`src/rtl/bram_arb_pkg.sv`:
```
// Shared types for the BRAM port arbiter: requester ids, lock FSM states and
// the response-pipeline entry carried for every granted access.
package bram_arb_pkg;

  typedef enum logic {
    ID_CORE = 1'b0,
    ID_HOST = 1'b1
  } req_id_e;

  typedef enum logic {
    LK_IDLE   = 1'b0,
    LK_LOCKED = 1'b1
  } lock_state_e;

  typedef struct packed {
    logic    valid;
    req_id_e id;
    logic    we;
  } pipe_entry_t;

endpackage

```
`src/rtl/bram_rsp_pipe.sv`:
```
// Fixed-depth shift register that delays each granted access by the BRAM
// read latency so its response can be routed back to the issuing requester.
module bram_rsp_pipe
  import bram_arb_pkg::*;
#(
  parameter int unsigned DEPTH = 1
) (
  input  logic        clk_i,
  input  logic        flush_i,
  input  pipe_entry_t in_i,
  output pipe_entry_t out_o
);

  pipe_entry_t stage_q [DEPTH];

  always_ff @(posedge clk_i) begin
    if (flush_i) begin
      for (int unsigned i = 0; i < DEPTH; i++) stage_q[i] <= '0;
    end else begin
      stage_q[0] <= in_i;
      for (int unsigned i = 1; i < DEPTH; i++) stage_q[i] <= stage_q[i-1];
    end
  end

  assign out_o = stage_q[DEPTH-1];

endmodule

```
`src/rtl/bram_port_arbiter.sv`:
```
// Round-robin arbiter sharing one single-port data BRAM between the core LSU
// and a host requester, with a bounded host lock for read-modify-write.
module bram_port_arbiter
  import bram_arb_pkg::*;
#(
  parameter int unsigned ADDR_WIDTH = 32,
  parameter int unsigned R_LATENCY  = 1,
  parameter int unsigned LOCK_MAX   = 16,
  parameter int unsigned HOST_FIRST = 0
) (
  input  logic                  HCLK,
  input  logic                  HRESET,
  input  logic                  c_req_i,
  output logic                  c_gnt_o,
  output logic                  c_rvalid_o,
  input  logic [ADDR_WIDTH-1:0] c_addr_i,
  input  logic                  c_we_i,
  input  logic [3:0]            c_be_i,
  input  logic [31:0]           c_wdata_i,
  output logic [31:0]           c_rdata_o,
  input  logic                  h_req_i,
  output logic                  h_gnt_o,
  output logic                  h_rvalid_o,
  input  logic [ADDR_WIDTH-1:0] h_addr_i,
  input  logic                  h_we_i,
  input  logic [3:0]            h_be_i,
  input  logic [31:0]           h_wdata_i,
  output logic [31:0]           h_rdata_o,
  input  logic                  h_lock_i,
  output logic                  bram_en,
  output logic [ADDR_WIDTH-1:0] bram_addr,
  output logic [3:0]            bram_we,
  output logic [31:0]           bram_wdata,
  input  logic [31:0]           bram_rdata
);

  localparam int unsigned      CNT_W    = (LOCK_MAX > 1) ? $clog2(LOCK_MAX) : 1;
  localparam logic [CNT_W-1:0] CNT_LAST = CNT_W'(LOCK_MAX - 1);
  // The pointer names the last winner; the opposite side wins a tie, so
  // HOST_FIRST=1 means the pointer starts on the core.
  localparam req_id_e          PTR_RST  = (HOST_FIRST != 0) ? ID_CORE : ID_HOST;

  lock_state_e      lk_q, lk_d;
  logic [CNT_W-1:0] cnt_q, cnt_d;
  req_id_e          ptr_q, ptr_d;
  logic             blk_q, blk_d;

  logic        c_ok;
  pipe_entry_t push, rsp;

  assign c_ok = c_req_i && (lk_q == LK_IDLE);

  always_comb begin
    c_gnt_o = 1'b0;
    h_gnt_o = 1'b0;
    if (!HRESET) begin
      if (c_ok && h_req_i) begin
        if (ptr_q == ID_HOST) c_gnt_o = 1'b1;
        else                  h_gnt_o = 1'b1;
      end else if (c_ok) begin
        c_gnt_o = 1'b1;
      end else if (h_req_i) begin
        h_gnt_o = 1'b1;
      end
    end
  end

  always_comb begin
    bram_en    = c_gnt_o | h_gnt_o;
    bram_addr  = '0;
    bram_we    = '0;
    bram_wdata = '0;
    if (h_gnt_o) begin
      bram_addr  = h_addr_i;
      bram_we    = h_we_i ? h_be_i : 4'b0000;
      bram_wdata = h_wdata_i;
    end else if (c_gnt_o) begin
      bram_addr  = c_addr_i;
      bram_we    = c_we_i ? c_be_i : 4'b0000;
      bram_wdata = c_wdata_i;
    end
  end

  always_comb begin
    lk_d  = lk_q;
    cnt_d = cnt_q;
    ptr_d = ptr_q;
    blk_d = blk_q;
    if (c_gnt_o)      ptr_d = ID_CORE;
    else if (h_gnt_o) ptr_d = ID_HOST;
    if (c_gnt_o || !c_req_i) blk_d = 1'b0;
    unique case (lk_q)
      LK_IDLE: begin
        if (h_gnt_o && h_lock_i && !blk_q) begin
          lk_d  = LK_LOCKED;
          cnt_d = '0;
        end
      end
      LK_LOCKED: begin
        if (cnt_q != CNT_LAST) cnt_d = cnt_q + CNT_W'(1);
        // Timeout hands the next tie to the core and blocks an immediate re-lock.
        if (cnt_q == CNT_LAST) begin
          lk_d  = LK_IDLE;
          ptr_d = ID_HOST;
          blk_d = 1'b1;
        end else if (!h_lock_i && (h_gnt_o || !h_req_i)) begin
          lk_d  = LK_IDLE;
          blk_d = 1'b1;
        end
      end
      default: lk_d = LK_IDLE;
    endcase
  end

  always_ff @(posedge HCLK) begin
    if (HRESET) begin
      lk_q  <= LK_IDLE;
      cnt_q <= '0;
      ptr_q <= PTR_RST;
      blk_q <= 1'b0;
    end else begin
      lk_q  <= lk_d;
      cnt_q <= cnt_d;
      ptr_q <= ptr_d;
      blk_q <= blk_d;
    end
  end

  always_comb begin
    push.valid = c_gnt_o | h_gnt_o;
    push.id    = h_gnt_o ? ID_HOST : ID_CORE;
    push.we    = h_gnt_o ? h_we_i : c_we_i;
  end

  bram_rsp_pipe #(
    .DEPTH(R_LATENCY)
  ) u_pipe (
    .clk_i  (HCLK),
    .flush_i(HRESET),
    .in_i   (push),
    .out_o  (rsp)
  );

  assign c_rvalid_o = rsp.valid && (rsp.id == ID_CORE) && !HRESET;
  assign h_rvalid_o = rsp.valid && (rsp.id == ID_HOST) && !HRESET;
  assign c_rdata_o  = (c_rvalid_o && !rsp.we) ? bram_rdata : '0;
  assign h_rdata_o  = (h_rvalid_o && !rsp.we) ? bram_rdata : '0;

endmodule
```
`config.mk`:
```
export PLATFORM = sky130hd
export DESIGN_NAME = bram_port_arbiter
export DESIGN_NICKNAME = d
export VERILOG_FILES = /design/src/rtl/bram_arb_pkg.sv /design/src/rtl/bram_rsp_pipe.sv /design/src/rtl/bram_port_arbiter.sv
export SDC_FILE = /design/constraint.sdc
export NUM_CORES = 1
export LEC_CHECK = 0
export ABC_AREA = 1
export BUFFER_PORTS_ARGS = -buffer_cell sky130_fd_sc_hd__buf_2
export CORE_AREA = 2 2 122 124
export CTS_CLUSTER_DIAMETER = 30
export DETAILED_ROUTE_END_ITERATION = 6
export DIE_AREA = 0 0 124 126
export SETUP_SLACK_MARGIN = 0.05
export SYNTH_ARGS = -nofsm -noshare
export SYNTH_HDL_FRONTEND = slang
export SYNTH_SLANG_ARGS = --single-unit
```
`constraint.sdc`:
```
create_clock -name HCLK -period 3.3 [get_ports HCLK]
set_input_delay 0.66 -clock HCLK [delete_from_list [all_inputs] [get_ports HCLK]]
set_output_delay 0.66 -clock HCLK [all_outputs]
set_load 0.01 [all_outputs]
```
==> metrics.cfg, run 1 <==
[timing]
clock-skew-final_ns = 0.00350
post-route-period-util_pct = 78.2
fin_crit_ns = 2.58
tightest_slew_ns = 0.345
slew_violations = 0
fmax_ghz = 0.388
final_hold_viol_count = 0
rsz0062_at_grt = false
finalSetupTns_ns = 0
setup_violations = 0
max_slew_margin_pct = 77.0

[worst_setup_path]
crit_arrival_ns = 1.92
start_kind = input pin
crit_chain = buf_2 > inv_4 > nand3_4 > inv_4 > buf_4 > nand3_1 > nand2_1 > buf_2
critPathKind = input pin to output pin
reg2reg_depth = 7
crit_slowest_cell = buf_4
crit-reg2reg-launch = lk_q$_SDFF_PP0_
crit_path_max_incr_delay_ns = 0.29
path_max_fanout = 30
endpoint_kind = output pin
rrSetupSlack_ns = 1.89
timing.rr.end = u_pipe.stage_q[0][0]$_SDFF_PP0_
critPathRequiredTime_ns = 2.64

[hold_path]
hold_start = cnt_q[0]$_SDFFE_PP0P_
min_to = cnt_q[0]$_SDFFE_PP0P_
holdPathStages = 1
worstHoldPathType = register to register

[final_layout]
drive_gt1_share_pct = 58.2
final_util_pct = 24.0
final_nets = 747
layout_common_cells = 311 x buf_2, 70 x nor2_1, 63 x a22o_1
areaGrowthSynthToFinish_pct = 110
nFillCells = 1599
final_common_cell = buf_2

[global_routing]
grt-ovfl-total = 0
grt_pass1_wl_um = 12400
antenna_found_initial = 2
grt_max_degree = 71
grt_pass1_vias = 2492
grtUsageTotal_pct = 10.3

[floorplan]
die_area_sq_um = 15600
die_w_um = 124
pin_count = 312
coreArea_sq_um = 14300
rows = 44
initial_core_util_pct = 11.4
die_h_um = 126

[power]
clock_power_share_pct = 32.1
p_leak_nw = 2.33
internal_power_mw = 0.491
peakVddDrop_mv = 0.130
p_sw_mw = 0.250
combPwrFrac_pct = 50.5
sequentialPowerShare_pct = 17.4
switching_share_pct = 33.7
p_per_area_nw_per_um2 = 216

[clock_tree]
root_buffer = clkbuf_16
cts.clk_slew.worst_paths_ns = 0.04
hold_buffers = 0
cts_resized = 0
cts_buffer_depth = 2
postCtsSetupRepairBufs = 0
insertion_delay_ns = 0.24
h-tree-depth = 1
cts_tree = yes
numCtsBuffers = 3
cts.sinks = 10

[synthesis]
seq_area_frac_synth_pct = 12.3
ys_async_sr_fraction_pct = 0
synth_flop_cell = dfxtp_1
ys_ff_latch = 10
avgSynthCellArea_sq_um = 6.04
synth-edff-count = 0
synth.cell_area_sq_um = 1630
yosys_warnings = 0
synth_cell_types = 20
postSynthCellCount = 270
syn_nets = 446

[detailed_routing]
drt-total-wl_um = 9220
dr_total_vias = 2975
route.detailed.drc = 0
routedWlPerCell_um = 12.2
drt-vias-per-instance = 3.94
drt_iter0_drc = 109
dr.pass1.iters = 4
drtAntennaViolNets = 0

[place]
place_congestion = 0.816
io_buffers = 311
dp_hpwl_um = 7870

[flow_run]
drv_cap = 0

[status]
outcome = finished, final reports clean

final cells by class:
cell class                      count  area, sq um  share of cell area [%]
Timing Repair Buffer              317         1610                    47.1
Multi-Input combinational cell    194         1120                    32.7
Tap cell                          184          230                    6.71
Sequential cell                    10          200                    5.84
Inverter                           45          174                    5.07
Clock buffer                        4         88.8                    2.59
Antenna cell                        1         2.50                  0.0730
synthesized netlist by cell type (2+ instances only):
library cell / count / area, sq um
nor2_1: 70 / 263
a22o_1: 63 / 552
inv_1: 40 / 150
nand2_1: 28 / 105
buf_2: 16 / 80.1
nand3_1: 15 / 75.1
dfxtp_1: 10 / 200
a21oi_1: 8 / 40.0
inv_2: 3 / 11.3
o21ai_0: 3 / 15.0
buf_4: 2 / 15.0
buf_8: 2 / 30.0
inv_4: 2 / 12.5
nor2_2: 2 / 12.5
kinds of logic (layout without fill, tap and decap cells):
family	count (synthesis)	in the layout	share of synthesized area, %
AO/OA/AOI/OAI	74	74	37.2
adder cells (fa/ha/maj)	1	1	0.767
buffers and inverters	66	366	19.0
flip-flops	10	10	12.3
other	0	1	0
AND/OR/NAND/NOR	119	119	30.7
worst max-delay path, delay by kind of cell:
kind | cells | cell delay, ns
buffers and inverters | 5 | 0.94
AND/OR/NAND/NOR | 3 | 0.28
power groups by stage:
stage                     Combinational [mW]  Sequential (mW)  Clock (mW)
final                                  0.374            0.129       0.238
after global routing                   0.415            0.129       0.256
after CTS                              0.379            0.129       0.246
after detailed placement               0.377            0.131           0
after global placement                 0.378            0.131           0
after floorplan                        0.178            0.130           0
per-stage QoR:
stage / hold WS (ns) / worst slack [ns] / total power, mW / instances / area [sq um]
2_1_floorplan: 0.454 / 1.13 / 0.309 / 270 / 1630
3_3_place_gp: 0.494 / 0.735 / 0.510 / 750 / 3340
3_5_place_dp: 0.484 / 0.719 / 0.508 / 750 / 3340
4_1_cts: 0.489 / 0.720 / 0.753 / 754 / 3430
5_1_grt: 0.508 / 0.583 / 0.800 / 754 / 3430
6_report: 0.499 / 0.720 / 0.741 / 755 / 3430
routing by layer:
| layer | global-route usage, % | part of all wire [%] |
|---|---|---|
| met4 | 1.98 | 0.66 |
| met3 | 1.63 | 11 |
| met5 | 0 | 0.14 |
| met2 | 19.2 | 50 |
| met1 | 12.2 | 38 |
sequential cells by signal (all words and copies together), names as in the netlist:
name and cells:
u_pipe.stage_q 3, lk_q 1, ptr_q 1, blk_q 1
cnt_q 4
worst max path at each step:
| stage | start | end | cells after the start |
|---|---|---|---|
| 6_report | HRESET | bram_we[1] | 8 |
| 5_1_grt | HRESET | bram_we[3] | 8 |
| 4_1_cts | HRESET | bram_we[1] | 8 |
| 3_5_place_dp | HRESET | bram_we[1] | 8 |
| 3_3_place_gp | c_req_i | bram_we[1] | 9 |
| 2_1_floorplan | HRESET | c_rdata_o[10] | 7 |
(Power assumes the default switching activity.)
==> run 2, diff against run 1 <==
Settings changed: ABC_AREA 1 to 0, CORE_AREA 2 2 122 124 to 2 2 120 122, DIE_AREA 0 0 124 126 to 0 0 122 124.
Clock period 3.3 ns to 2.2 ns, I/O delays scaled along.
==> metrics.cfg, run 2 <==
[status]
outcome = finished, final reports clean  ; unchanged

[hold_path]
min_to = blk_q$_SDFF_PP0_  ; was cnt_q[0]$_SDFFE_PP0P_
hold_start = blk_q$_SDFF_PP0_  ; was cnt_q[0]$_SDFFE_PP0P_
holdPathStages = 2  ; was 1
worstHoldPathType = register to register  ; unchanged

[power]
internal_power_mw = 0.745  ; was 0.491 mW
peakVddDrop_mv = 0.425  ; was 0.130 mV
switching_share_pct = 33.0  ; was 33.7%
p_leak_nw = 2.24  ; was 2.33 nW
sequentialPowerShare_pct = 17.3  ; was 17.4%
combPwrFrac_pct = 54.7  ; was 50.5%
p_per_area_nw_per_um2 = 299  ; was 216 nW/um^2
p_sw_mw = 0.367  ; was 0.250 mW
clock_power_share_pct = 28.0  ; was 32.1%
finalPower_mw = 1.11  ; was 0.741 mW

[global_routing]
grt_pass1_wl_um = 13800  ; was 12400 um
antenna_found_initial = 0  ; was 2
grt_max_degree = 36  ; was 71
grtUsageTotal_pct = 11.9  ; was 10.3%
grt-ovfl-total = 0  ; unchanged
grt_pass1_vias = 2447  ; was 2492

[worst_setup_path]
critPathRequiredTime_ns = 1.76  ; was 2.64 ns
rrSetupSlack_ns = 0.80  ; was 1.89 ns
reg2reg_depth = 5  ; was 7
critPathBufInv = 3  ; was 5
crit_path_max_incr_delay_ns = 0.35  ; was 0.29 ns
start_kind = register  ; was input pin
critPathKind = register to output pin  ; was input pin to output pin
crit_slowest_cell = dfxtp_2  ; was buf_4
crit_chain = and2b_2 > nor3b_4 > buf_4 > buf_12 > a22o_1 > buf_2  ; was buf_2 > inv_4 > nand3_4 > inv_4 > buf_4 > nand3_1 > nand2_1 > buf_2
endpoint_kind = output pin  ; unchanged
timing.rr.end = ptr_q$_SDFF_PP1_  ; was u_pipe.stage_q[0][0]$_SDFF_PP0_
crit_arrival_ns = 1.73  ; was 1.92 ns
crit-reg2reg-launch = ptr_q$_SDFF_PP1_  ; was lk_q$_SDFF_PP0_
critPathTopFamily = buffers and inverters  ; unchanged
cp-startpoint = ptr_q$_SDFF_PP1_  ; was HRESET
path_max_fanout = 18  ; was 30

[final_layout]
largestRegisters = cnt_q: 4 flops, u_pipe.stage_q: 3 flops  ; unchanged
largest_reg_flops = 4  ; unchanged
areaGrowthSynthToFinish_pct = 118  ; was 110%
final_cells = 706  ; was 755
final_nets = 703  ; was 747
final_common_cell = buf_2  ; unchanged
final_util_pct = 27.1  ; was 24.0%
nFillCells = 1507  ; was 1599
top_register = cnt_q  ; unchanged
drive_gt1_share_pct = 65.1  ; was 58.2%
layout_common_cells = 311 x buf_2, 64 x and2_1, 61 x a22o_1  ; was 311 x buf_2, 70 x nor2_1, 63 x a22o_1

[synthesis]
netlist_top_cells_area = a22o_1 33%, and2_1 23%, dfxtp_1 12%, buf_6 4.6%, buf_2 3.8%  ; was a22o_1 34%, nor2_1 16%, dfxtp_1 12%, inv_1 9.2%, nand2_1 6.4%
synth_area_leader_cell = a22o_1  ; unchanged
ys_top_cells_by_count = 64 x a22o_1, 64 x and2_1, 13 x buf_2  ; was 70 x nor2_1, 63 x a22o_1, 40 x inv_1
yosys_warnings = 0  ; unchanged
avgSynthCellArea_sq_um = 7.90  ; was 6.04 sq um
ys_async_sr_fraction_pct = 0  ; unchanged
synth.cell_area_sq_um = 1710  ; was 1630 sq um
synth_flop_cell = dfxtp_1  ; unchanged
syn_nets = 392  ; was 446
seq_area_frac_synth_pct = 11.7  ; was 12.3%
synth-edff-count = 0  ; unchanged
synth_cell_types = 36  ; was 20
postSynthCellCount = 216  ; was 270
synth_top_area_share_pct = 32.8  ; was 33.8%
ys_ff_latch = 10  ; unchanged

[detailed_routing]
drtAntennaViolNets = 0  ; unchanged
drt-total-wl_um = 11300  ; was 9220 um
route.detailed.drc = 0  ; unchanged
dr.pass1.iters = 4  ; unchanged
drt-vias-per-instance = 4.20  ; was 3.94
routedWlPerCell_um = 16.0  ; was 12.2 um
drt_iter0_drc = 170  ; was 109
dr_total_vias = 2968  ; was 2975

[clock_tree]
root_buffer = clkbuf_16  ; unchanged
insertion_delay_ns = 0.23  ; was 0.24 ns
cts_buffer_depth = 2  ; unchanged
cts_tree = yes  ; unchanged
h-tree-depth = 1  ; unchanged
cts.sinks = 10  ; unchanged
hold_buffers = 0  ; unchanged
cts.clk_slew.worst_paths_ns = 0.04  ; about the same
numCtsBuffers = 3  ; unchanged

[timing]
setup_violations = 0  ; unchanged
final_hold_viol_count = 0  ; unchanged
whs_ns = 0.483  ; was 0.499 ns
slew_violations = 0  ; unchanged
finalSetupTns_ns = 0  ; unchanged
fin_crit_ns = 2.17
tightest_slew_ns = 0.247  ; was 0.345 ns
post-route-period-util_pct = 98.6
fmax_ghz = 0.461
clock-skew-final_ns = 0.00305  ; was 0.00350 ns
max_slew_margin_pct = 83.6  ; was 77.0%
rsz0062_at_grt = true  ; was false

[place]
dp.cells = 693  ; was 750
dp_hpwl_um = 8450  ; was 7870 um
io_buffers = 311  ; unchanged
place_congestion = 0.758  ; was 0.816

[floorplan]
pin_count = 312  ; unchanged
coreArea_sq_um = 13700  ; was 14300 sq um
die_h_um = 124  ; was 126 um
die_w_um = 122  ; was 124 um
initial_core_util_pct = 12.4  ; was 11.4%
die_area_sq_um = 15100  ; was 15600 sq um
rows = 43  ; was 44

[flow_run]
drv_cap = 0  ; unchanged

-- run 2: cell count changes in the layout (fill, tap and decap cells not counted), sizes merged, moves of 3 or more --
cell	before	now
nor2	73	8
nor2b	0	3
a32o	0	5
nand2	29	2
nand3	17	4
and2	0	64
and2b	0	3
inv	45	1
a21oi	8	5
buf	317	327
-- run 2: worst reg2reg max path, delay by kind of cell (launching register included) --
kind	cells	cell delay [ns]
AO/OA/AOI/OAI	1	0.08
AND/OR/NAND/NOR	2	0.47
flip-flops	1	0.35
buffers and inverters	2	0.38
-- run 2: metal layers --
| metal | global-route usage [%] | routed length (um) |
|---|---|---|
| met5 | 0 | 0 |
| met4 | 0.431 | 23 |
| met3 | 1.37 | 1090 |
| met2 | 20.3 | 5550 |
| met1 | 16.9 | 4650 |
-- run 2: worst max-delay path by stage --
stage	to	depth (start not counted)
global placement	bram_wdata[24]	6
global route	bram_addr[17]	6
detailed placement	bram_wdata[24]	6
finish	bram_wdata[25]	6
floorplan	c_rdata_o[10]	5
CTS	bram_wdata[24]	6
-- run 2: stage by stage --
step / area (sq um) / setup slack (ns)
finish: 3720 / 0.0298
detailed placement: 3440 / 0.0187
CTS: 3640 / 0.00232
floorplan: 1710 / 0.380
global placement: 3440 / 0.0391
global route: 3710 / -0.0211
-- run 2: kinds of logic after synthesis --
family,after synthesis,share of synthesized area [%]
simple gates,97,36.2
fa+ha+maj,1,0.733
flops,10,11.7
buf+inv,24,9.75
compound gates,84,41.6
-- run 2: power by group through the flow --
stage	sequential, mW	clock, mW	combinational (mW)
after detailed placement	0.195	0	0.548
after CTS	0.192	0.318	0.590
after global placement	0.195	0	0.552
after floorplan	0.193	0	0.250
after global routing	0.193	0.328	0.658
final	0.192	0.311	0.609
-- run 2: timing repair --
item / CTS / global route
endpoints found under the setup margin: 28 / 68
gates resized for setup: 3 / 7
setup buffers: 3 / 2
pin swaps: 2 / 6
cloned: 3 / 2
-- run 2: cell type report --
type / count / area, sq um / share of cell area, %
Timing Repair Buffer: 329 / 1840 / 49.5
Inverter: 1 / 3.75 / 0.101
Clock buffer: 3 / 75.1 / 2.02
Antenna cell: 1 / 2.50 / 0.0673
Tap cell: 180 / 225 / 6.06
Multi-Input combinational cell: 182 / 1370 / 36.8
Sequential cell: 10 / 201 / 5.42
